$ cat config.mk
export PLATFORM = sky130hd
export DESIGN_NAME = axi_4_lite_master
export DESIGN_NICKNAME = d
export VERILOG_FILES = /design/src/rtl/axi_4_lite_master.sv
export SDC_FILE = /design/constraint.sdc
export NUM_CORES = 1
export LEC_CHECK = 0
export ABC_AREA = 0
export ABC_CLOCK_PERIOD_IN_PS = 2150
export CORE_MARGIN = 8
export CORE_UTILIZATION = 40
export DETAILED_ROUTE_END_ITERATION = 10
export PLACE_DENSITY = 0.9
export SLEW_MARGIN = 25
export SYNTH_ARGS = -nofsm -noshare
export SYNTH_HDL_FRONTEND = slang
export SYNTH_SLANG_ARGS = --single-unit
$ cat constraint.sdc
create_clock -name clk -period 2.15 [get_ports clk]
set_input_delay 0.215 -clock clk [delete_from_list [all_inputs] [get_ports clk]]
set_output_delay 0.215 -clock clk [all_outputs]
set_load 0.01 [all_outputs]
$ cat src/rtl/axi_4_lite_master.sv
// ============================================================================
// Module   : axi_4_lite_master
// Brief    : Single-outstanding AXI4-Lite initiator with a held completion port.
// Revision : 1.0 - initial release
// ============================================================================
`default_nettype none

module axi_4_lite_master #(
   parameter int addr_width = 4,
   parameter int data_width = 32
) (
   input  logic                    clk,
   input  logic                    reset,
   input  logic                    cmd_valid,
   output logic                    cmd_ready,
   input  logic                    cmd_write,
   input  logic [addr_width-1:0]   cmd_addr,
   input  logic [data_width-1:0]   cmd_wdata,
   input  logic [data_width/8-1:0] cmd_wstrb,
   output logic [addr_width-1:0]   awaddr,
   output logic                    awaddr_valid,
   input  logic                    awready,
   output logic [data_width-1:0]   wdata,
   output logic [data_width/8-1:0] wstrb,
   output logic                    wdata_valid,
   input  logic                    wready,
   input  logic [1:0]              bdata,
   input  logic                    bvalid,
   output logic                    bready,
   output logic [addr_width-1:0]   araddr,
   output logic                    araddr_valid,
   input  logic                    arready,
   input  logic [data_width-1:0]   rdata,
   input  logic [1:0]              rresp,
   input  logic                    rvalid,
   output logic                    rready,
   output logic                    rsp_valid,
   input  logic                    rsp_ready,
   output logic                    rsp_write,
   output logic [data_width-1:0]   rsp_rdata,
   output logic [1:0]              rsp_resp
);

   localparam int c_strb_w = data_width / 8;

   typedef enum logic [2:0] {
      S_IDLE    = 3'd0,
      S_WR      = 3'd1,
      S_WR_RESP = 3'd2,
      S_RD_ADDR = 3'd3,
      S_RD_DATA = 3'd4,
      S_RSP     = 3'd5
   } state_t;

   state_t                r_state;
   state_t                w_state_nxt;
   logic                  r_aw_done, w_aw_done_nxt;
   logic                  r_w_done, w_w_done_nxt;
   logic [addr_width-1:0] w_awaddr_nxt, w_araddr_nxt;
   logic [data_width-1:0] w_wdata_nxt, w_rsp_rdata_nxt;
   logic [c_strb_w-1:0]   w_wstrb_nxt;
   logic                  w_awaddr_valid_nxt, w_wdata_valid_nxt, w_araddr_valid_nxt;
   logic                  w_bready_nxt, w_rready_nxt, w_rsp_valid_nxt, w_rsp_write_nxt;
   logic [1:0]            w_rsp_resp_nxt;
   logic                  w_aw_hs, w_w_hs;

   assign cmd_ready = (r_state == S_IDLE);
   assign w_aw_hs   = awaddr_valid && awready;
   assign w_w_hs    = wdata_valid && wready;

   always_comb begin
      w_state_nxt        = r_state;
      w_aw_done_nxt      = r_aw_done;
      w_w_done_nxt       = r_w_done;
      w_awaddr_nxt       = awaddr;
      w_araddr_nxt       = araddr;
      w_wdata_nxt        = wdata;
      w_wstrb_nxt        = wstrb;
      w_awaddr_valid_nxt = awaddr_valid;
      w_wdata_valid_nxt  = wdata_valid;
      w_araddr_valid_nxt = araddr_valid;
      w_bready_nxt       = bready;
      w_rready_nxt       = rready;
      w_rsp_valid_nxt    = rsp_valid;
      w_rsp_write_nxt    = rsp_write;
      w_rsp_rdata_nxt    = rsp_rdata;
      w_rsp_resp_nxt     = rsp_resp;
      case (r_state)
         S_IDLE: begin
            if (cmd_valid) begin
               if (cmd_write) begin
                  w_awaddr_nxt       = cmd_addr;
                  w_wdata_nxt        = cmd_wdata;
                  w_wstrb_nxt        = cmd_wstrb;
                  w_awaddr_valid_nxt = 1'b1;
                  w_wdata_valid_nxt  = 1'b1;
                  w_aw_done_nxt      = 1'b0;
                  w_w_done_nxt       = 1'b0;
                  w_state_nxt        = S_WR;
               end else begin
                  w_araddr_nxt       = cmd_addr;
                  w_araddr_valid_nxt = 1'b1;
                  w_state_nxt        = S_RD_ADDR;
               end
            end
         end
         S_WR: begin
            // AW and W complete independently; either order or the same edge
            if (w_aw_hs) begin
               w_awaddr_valid_nxt = 1'b0;
               w_aw_done_nxt      = 1'b1;
            end
            if (w_w_hs) begin
               w_wdata_valid_nxt = 1'b0;
               w_w_done_nxt      = 1'b1;
            end
            if ((r_aw_done || w_aw_hs) && (r_w_done || w_w_hs)) begin
               w_bready_nxt = 1'b1;
               w_state_nxt  = S_WR_RESP;
            end
         end
         S_WR_RESP: begin
            if (bvalid && bready) begin
               w_rsp_resp_nxt  = bdata;
               w_rsp_write_nxt = 1'b1;
               w_rsp_rdata_nxt = '0;
               w_bready_nxt    = 1'b0;
               w_rsp_valid_nxt = 1'b1;
               w_state_nxt     = S_RSP;
            end
         end
         S_RD_ADDR: begin
            if (araddr_valid && arready) begin
               w_araddr_valid_nxt = 1'b0;
               w_rready_nxt       = 1'b1;
               w_state_nxt        = S_RD_DATA;
            end
         end
         S_RD_DATA: begin
            if (rvalid && rready) begin
               w_rsp_rdata_nxt = rdata;
               w_rsp_resp_nxt  = rresp;
               w_rsp_write_nxt = 1'b0;
               w_rready_nxt    = 1'b0;
               w_rsp_valid_nxt = 1'b1;
               w_state_nxt     = S_RSP;
            end
         end
         S_RSP: begin
            if (rsp_valid && rsp_ready) begin
               w_rsp_valid_nxt = 1'b0;
               w_state_nxt     = S_IDLE;
            end
         end
         default: w_state_nxt = S_IDLE;
      endcase
   end

   always_ff @(posedge clk) begin
      if (reset) begin
         r_state      <= S_IDLE;
         r_aw_done    <= 1'b0;
         r_w_done     <= 1'b0;
         awaddr       <= '0;
         araddr       <= '0;
         wdata        <= '0;
         wstrb        <= '0;
         awaddr_valid <= 1'b0;
         wdata_valid  <= 1'b0;
         araddr_valid <= 1'b0;
         bready       <= 1'b0;
         rready       <= 1'b0;
         rsp_valid    <= 1'b0;
         rsp_write    <= 1'b0;
         rsp_rdata    <= '0;
         rsp_resp     <= '0;
      end else begin
         r_state      <= w_state_nxt;
         r_aw_done    <= w_aw_done_nxt;
         r_w_done     <= w_w_done_nxt;
         awaddr       <= w_awaddr_nxt;
         araddr       <= w_araddr_nxt;
         wdata        <= w_wdata_nxt;
         wstrb        <= w_wstrb_nxt;
         awaddr_valid <= w_awaddr_valid_nxt;
         wdata_valid  <= w_wdata_valid_nxt;
         araddr_valid <= w_araddr_valid_nxt;
         bready       <= w_bready_nxt;
         rready       <= w_rready_nxt;
         rsp_valid    <= w_rsp_valid_nxt;
         rsp_write    <= w_rsp_write_nxt;
         rsp_rdata    <= w_rsp_rdata_nxt;
         rsp_resp     <= w_rsp_resp_nxt;
      end
   end

endmodule

`default_nettype wire

# Word-level counts from Yosys, hierarchy flattened
# Cells that the tools add are included.
# totals
register_bits,90
output_inout_bits,86
elab_cells,99
# classes
eq_ne,15
n_mux,41
bitwise,1
reduce_logical,26
# op_table
cell,count
32-bit two-way mux,2
32-bit one-hot mux with 2 select lines,1
1-bit two-way mux,18
3-bit two-way mux,6
"2-bit inequality test, second input constant",9
3-bit one-hot mux with 6 select lines,1
1-bit one-hot mux with 2 select lines,8
4-bit AND reduction,4
3-bit AND reduction,5
2-bit nonzero test,5
1-bit logical AND,7
"3-bit by 2-bit equality test with 1-bit output, second input constant",2
"3-bit equality test, second input constant",2
2-bit two-way mux,3
6-bit AND reduction,1
2-bit one-hot mux with 2 select lines,1
"3-bit by 1-bit equality test with 1-bit output, second input constant",1
3-bit logical NOT,1
1-bit one-hot mux with 3 select lines,1
3-bit nonzero test,1
1-bit logical OR,2
"2-bit by 1-bit inequality test with 1-bit output, second input constant",1
1-bit NOT,1

# Depth between registers and ports, before layout
# depth
depth_word,5
ltp_mapped,8
depth_no_buf,5

# Worst setup path before layout
# OpenSTA, ideal clock, no wires.
# synth_path
kind,flip-flop to flip-flop
startpoint,register r_state[1]
endpoint,register rsp_rdata[18]
setup_ns,0.128
t_arrival_ns,1.417
setup_slack_ns,0.606
stages_incl_launch_ff,9
synth_period_minus_slack_ns,1.544
cell_sequence,dfxtp_1 -> buf_4 -> nor2b_4 -> a31oi_1 -> a211o_1 -> buf_2 -> buf_6 -> a22oi_2 -> nor2_1
# synth_via
elab_chain_cells,3
word_cells_on_any_way,7
cone_classes,eq/ne (4); mux (1); reduce/logical (2)
# synth_rtl
element,line,text
"start, declared",55,state_t r_state;
"start signal, assigned",178,r_state <= w_state_nxt;
3-bit equality test / 3-bit by 2-bit equality test with 1-bit output (equally long branches),88,case (r_state)
2-bit inequality test (no source line) / 2-bit nonzero test (equally long branches),-,
3-bit AND reduction (no source line),-,
"end signal, assigned",192,rsp_rdata <= w_rsp_rdata_nxt;
"end, declared",40,"output logic [data_width-1:0] rsp_rdata,"
# Several ways; a longest one is shown, not always the timed one.
# A chain may end at the register's enable or synchronous reset.

# Final worst setup path
# layout_path
startpoint,register r_state[1]
endpoint,output port cmd_ready
# layout_via
elab_chain_cells,1
# layout_rtl
element,line,text
3-bit logical NOT,67,assign cmd_ready = (r_state == S_IDLE);
"end, declared",15,"output logic cmd_ready,"
# No other way between the ends.

==> results by stage <==
Run status:
- The run finished with clean final reports.

Timing:
- The final number of max-transition violations was 0.
- The clock arrives with 0.009806 ns of skew.
- The maximum operating frequency is 520.3 MHz.
- The hold violation total from the final report came to 0.
- The final period utilization is 0.8939.
- The minimum clock period after layout is 1.922 ns.
- Headroom to the max-slew limit came out at 0.6104.
- Setup violations remaining at the end of the flow were counted as 0.
- Setup repair after global routing left no endpoint under its margin.
- The setup TNS after final layout is 0 ns.
- At the pin with the least slew margin, the transition time is 0.5832 ns.

Global route:
- The number of global-route vias before repair is 3,367.
- The pin count of the biggest net entering global routing is 46.
- The total global routing track utilization is 0.1801.
- The first-pass GRT wire length is 16,920 um.
- The number of antenna violations at the first check in global routing is 0.
- The total overflow left after global routing is 0.

Placed design:
- The count of buffers added on input and output ports is 171.
- In this run the cell area measured after placement is 5251 um^2.
- Routability-driven placement finished with a final weighted congestion of 0.8130.
- The total half-perimeter wirelength after legalization and detailed placement is 8243 um.

Route:
- For this block, the via count after detailed routing is 3,310.
- The routed wire length per instance is 16.64 um.
- The total wire length after detailed routing is 10,950 um.
- In the routed design, unresolved DRC markers number 0.
- The per-cell via count in the routed design is 5.030.
- Once detail routing completed, the nets flagged for antenna violations numbered 0.
- The first-pass iteration count of the detailed router is 6.
- The count of routing violations after the opening detailed-route iteration is 116.

Clock network:
- TritonCTS built the clock tree.
- The clock reaches the later pin of the worst-skew pair after 0.36 ns.
- After clock tree synthesis, the clock-pin slew on the worst setup and hold paths is 0.08 ns.
- TritonCTS created 9 clock buffers.
- Clock tree synthesis selected as its root buffer the cell sky130_fd_sc_hd__clkbuf_8.
- The longest clock path from root to sink contains 2 buffers.
- The number of hold-repair buffers added at the cts stage is 0.
- The clock net in this run drives a total of 90 sinks.
- In this run, post-CTS repair resized a total of 0 instances.
- The maximum level of the CTS H-tree is 3.
- The setup fix buffers added after clock tree synthesis is 0.

Die:
- 172 I/O pins were placed.
- The core region is 8593 um^2.
- The overall die height is 109.4 um.
- From left edge to right edge, the die measures 109.4 um.
- The number of rows created at floorplan is 34.
- The die covers 11,960 um^2.
- For this configuration, the core starts out at a cell density of 0.4056.

Synthesis:
- By area the synthesized netlist is led by sky130_fd_sc_hd__dfxtp_1, sky130_fd_sc_hd__a22oi_2, sky130_fd_sc_hd__nand2_1, sky130_fd_sc_hd__a21oi_1, sky130_fd_sc_hd__nor2_1.
- The count of distinct cell types in the synthesized netlist is 32.
- The share of synthesized area in the top cell type comes to 0.5169.
- Of all cell types, the one taking the most synthesized area is sky130_fd_sc_hd__dfxtp_1.
- The mapped netlist covers 3486 um^2.
- The number of instances in the synthesized netlist is 382.
- The post-synth net total is 468.
- Averaged over all synthesized cells, the footprint is 9.125 um^2.
- The synthesized flop and latch total is 90.
- The Yosys warning count is 0.
- The sequential cell area fraction in the yosys report is 0.5169.

Pwr:
- The portion of total power attributed to combinational logic is 0.298.
- The reported net switching power is 1.333 mW.
- The power density over the cells is 775.0 nW/um^2.
- The leakage power summed over all cells is 1.878 nW.
- The share of total power dissipated in sequential elements is 0.450.
- Of the total power, the share spent switching nets is 0.3166.
- The internal power of the cells totals 2.877 mW.
- The share of total power dissipated in the clock network is 0.252.
- IR analysis of the VDD net gives a maximum drop of 348.0 uV.

Setup path:
- The maximum single-stage delay on the critical path is 0.61 ns.
- The category of the critical setup timing path is reg -> out.
- Grouping stages by cell kind, the critical path spends the most delay in buffers and inverters.
- The critical path goes through buf_4 > nor3_2 > clkdlybuf4s50_1.
- The element type at the critical path end is an output port.
- The slowest stage of the critical path belongs to the cell sky130_fd_sc_hd__clkdlybuf4s50_1.
- The number of buffer and inverter stages on the critical path is 2.
- Of all nets on the critical path, the largest fanout is 7.
- The required time reported for the critical path endpoint is 1.93 ns.
- The worst setup path is launched from a flip-flop.
- The worst endpoint data arrival time is 1.71 ns.

Cells and area:
- The area added between synthesis and finish is 55.85%.
- In the final layout, the share of cells above drive strength 1 is 0.1182.
- The repair_antennas step left the layout with diodes totalling 0.
- For this run, the share of the core covered by cells in the final layout is 0.6322.
- In the final design database the tool counted 631 nets.
- Counting the fill cells in the layout gives 717.
- In the final layout, flip-flops and latches occupy 1802 um^2.
- In the final layout, the multi-input gates occupy 1496 um^2.
- After routing the design area is 5433 um^2.

Job:
- Across the run, the number of max-cap violations was 0.

Worst hold path:
- The worst hold path belongs to the class in -> reg.
path summary, 6_finish.rpt:
| path | from | end | slack [ns] | depth (start not counted) |
|---|---|---|---|---|
| worst max-delay path | r_state[1] | cmd_ready | 0.23 | 3 |
| worst min register to register | wstrb[2] | wstrb[2] | 0.46 | 2 |
| worst max register to register | r_state[1] | rsp_resp[0] | 0.36 | 6 |
| worst min-delay path | reset | r_w_done | 0.28 | 2 |
cell families after synthesis:
| family | Yosys count | synth area share |
|---|---|---|
| compound gates | 93 | 0.2118 |
| buf+inv | 31 | 0.05420 |
| flops | 90 | 0.5169 |
| mux | 10 | 0.02943 |
| simple gates | 158 | 0.1877 |
power by group through the flow:
stage	Sequential [mW]	Combinational, mW	Clock (mW)
global placement	1.92	1.23	0
finish	1.89	1.25	1.06
global route	1.91	1.36	1.18
floorplan	1.97	0.650	0
CTS	1.89	1.26	1.08
detailed placement	1.93	1.26	0
cell usage in the layout (no fill, tap or decap), drive strengths merged, types with 2 or more instances in the layout:
master,instances
mux2i,8
nor2,47
clkinvlp,3
a32oi,3
clkdlybuf4s50,170
a22oi,32
and3,3
nor3,4
nor3b,2
nor2b,5
a21oi,48
mux2,2
clkinv,2
a211o,2
dfxtp,90
buf,12
o21ai,2
clkbuf,11
nand2b,2
nand2,89
nand3,5
final cells by class:
cell class / instances / area share
inverters: 1 / 0.0006909
well taps: 108 / 0.02487
clock inverters: 5 / 0.007370
repair buffers: 182 / 0.3339
flip-flops and latches: 90 / 0.3316
clock buffers: 11 / 0.02602
multi-input cells: 261 / 0.2755
layer usage:
| layer | wire length [um] | GRT usage | share of wire | up-vias |
|---|---|---|---|---|
| li1 | - | - | - | 1617 |
| met1 | 4409 | 0.1984 | 0.40 | 1551 |
| met2 | 5285 | 0.3028 | 0.48 | 128 |
| met3 | 1046 | 0.07620 | 0.096 | 14 |
| met4 | 209 | 0.06750 | 0.019 | 0 |
| met5 | 0 | 0 | 0 | - |
through the flow:
stage                     hold slack, ns  total power [mW]  instances  setup slack [ns]
final                             0.2783             4.210        658            0.2280
after global routing              0.2782             4.448        658            0.1544
after CTS                         0.2662             4.234        658            0.2093
after detailed placement          0.4480             3.186        642            0.2437
after global placement            0.4417             3.150        642            0.2956
after floorplan                   0.3510             2.624        382            0.6059
Yosys cell counts (all sizes together):
library cell / number
a31oi: 1
a41oi: 1
nand2b: 2
nor3: 4
a211o: 2
or2: 1
nor2b: 5
and3: 3
mux2: 2
nor2: 47
a21oi: 48
buf: 16
o21bai: 1
o21ai: 2
nand2: 89
nor3b: 2
a22oi: 32
a221oi: 1
nand3: 5
dfxtp: 90
inv: 1
o2bb2ai: 1
o211ai: 1
clkbuf: 14
a32oi: 3
mux2i: 8
flip-flops by register name, summed over array words and instances, names as in the netlist:
register and flops:
araddr 4, araddr_valid 1, awaddr 4, awaddr_valid 1, bready 1, r_aw_done 1
r_state 3, r_w_done 1, rready 1, rsp_rdata 32, rsp_resp 2, rsp_valid 1
rsp_write 1, wdata 32, wdata_valid 1, wstrb 4
Note: power is estimated with default switching activity, not from simulation.
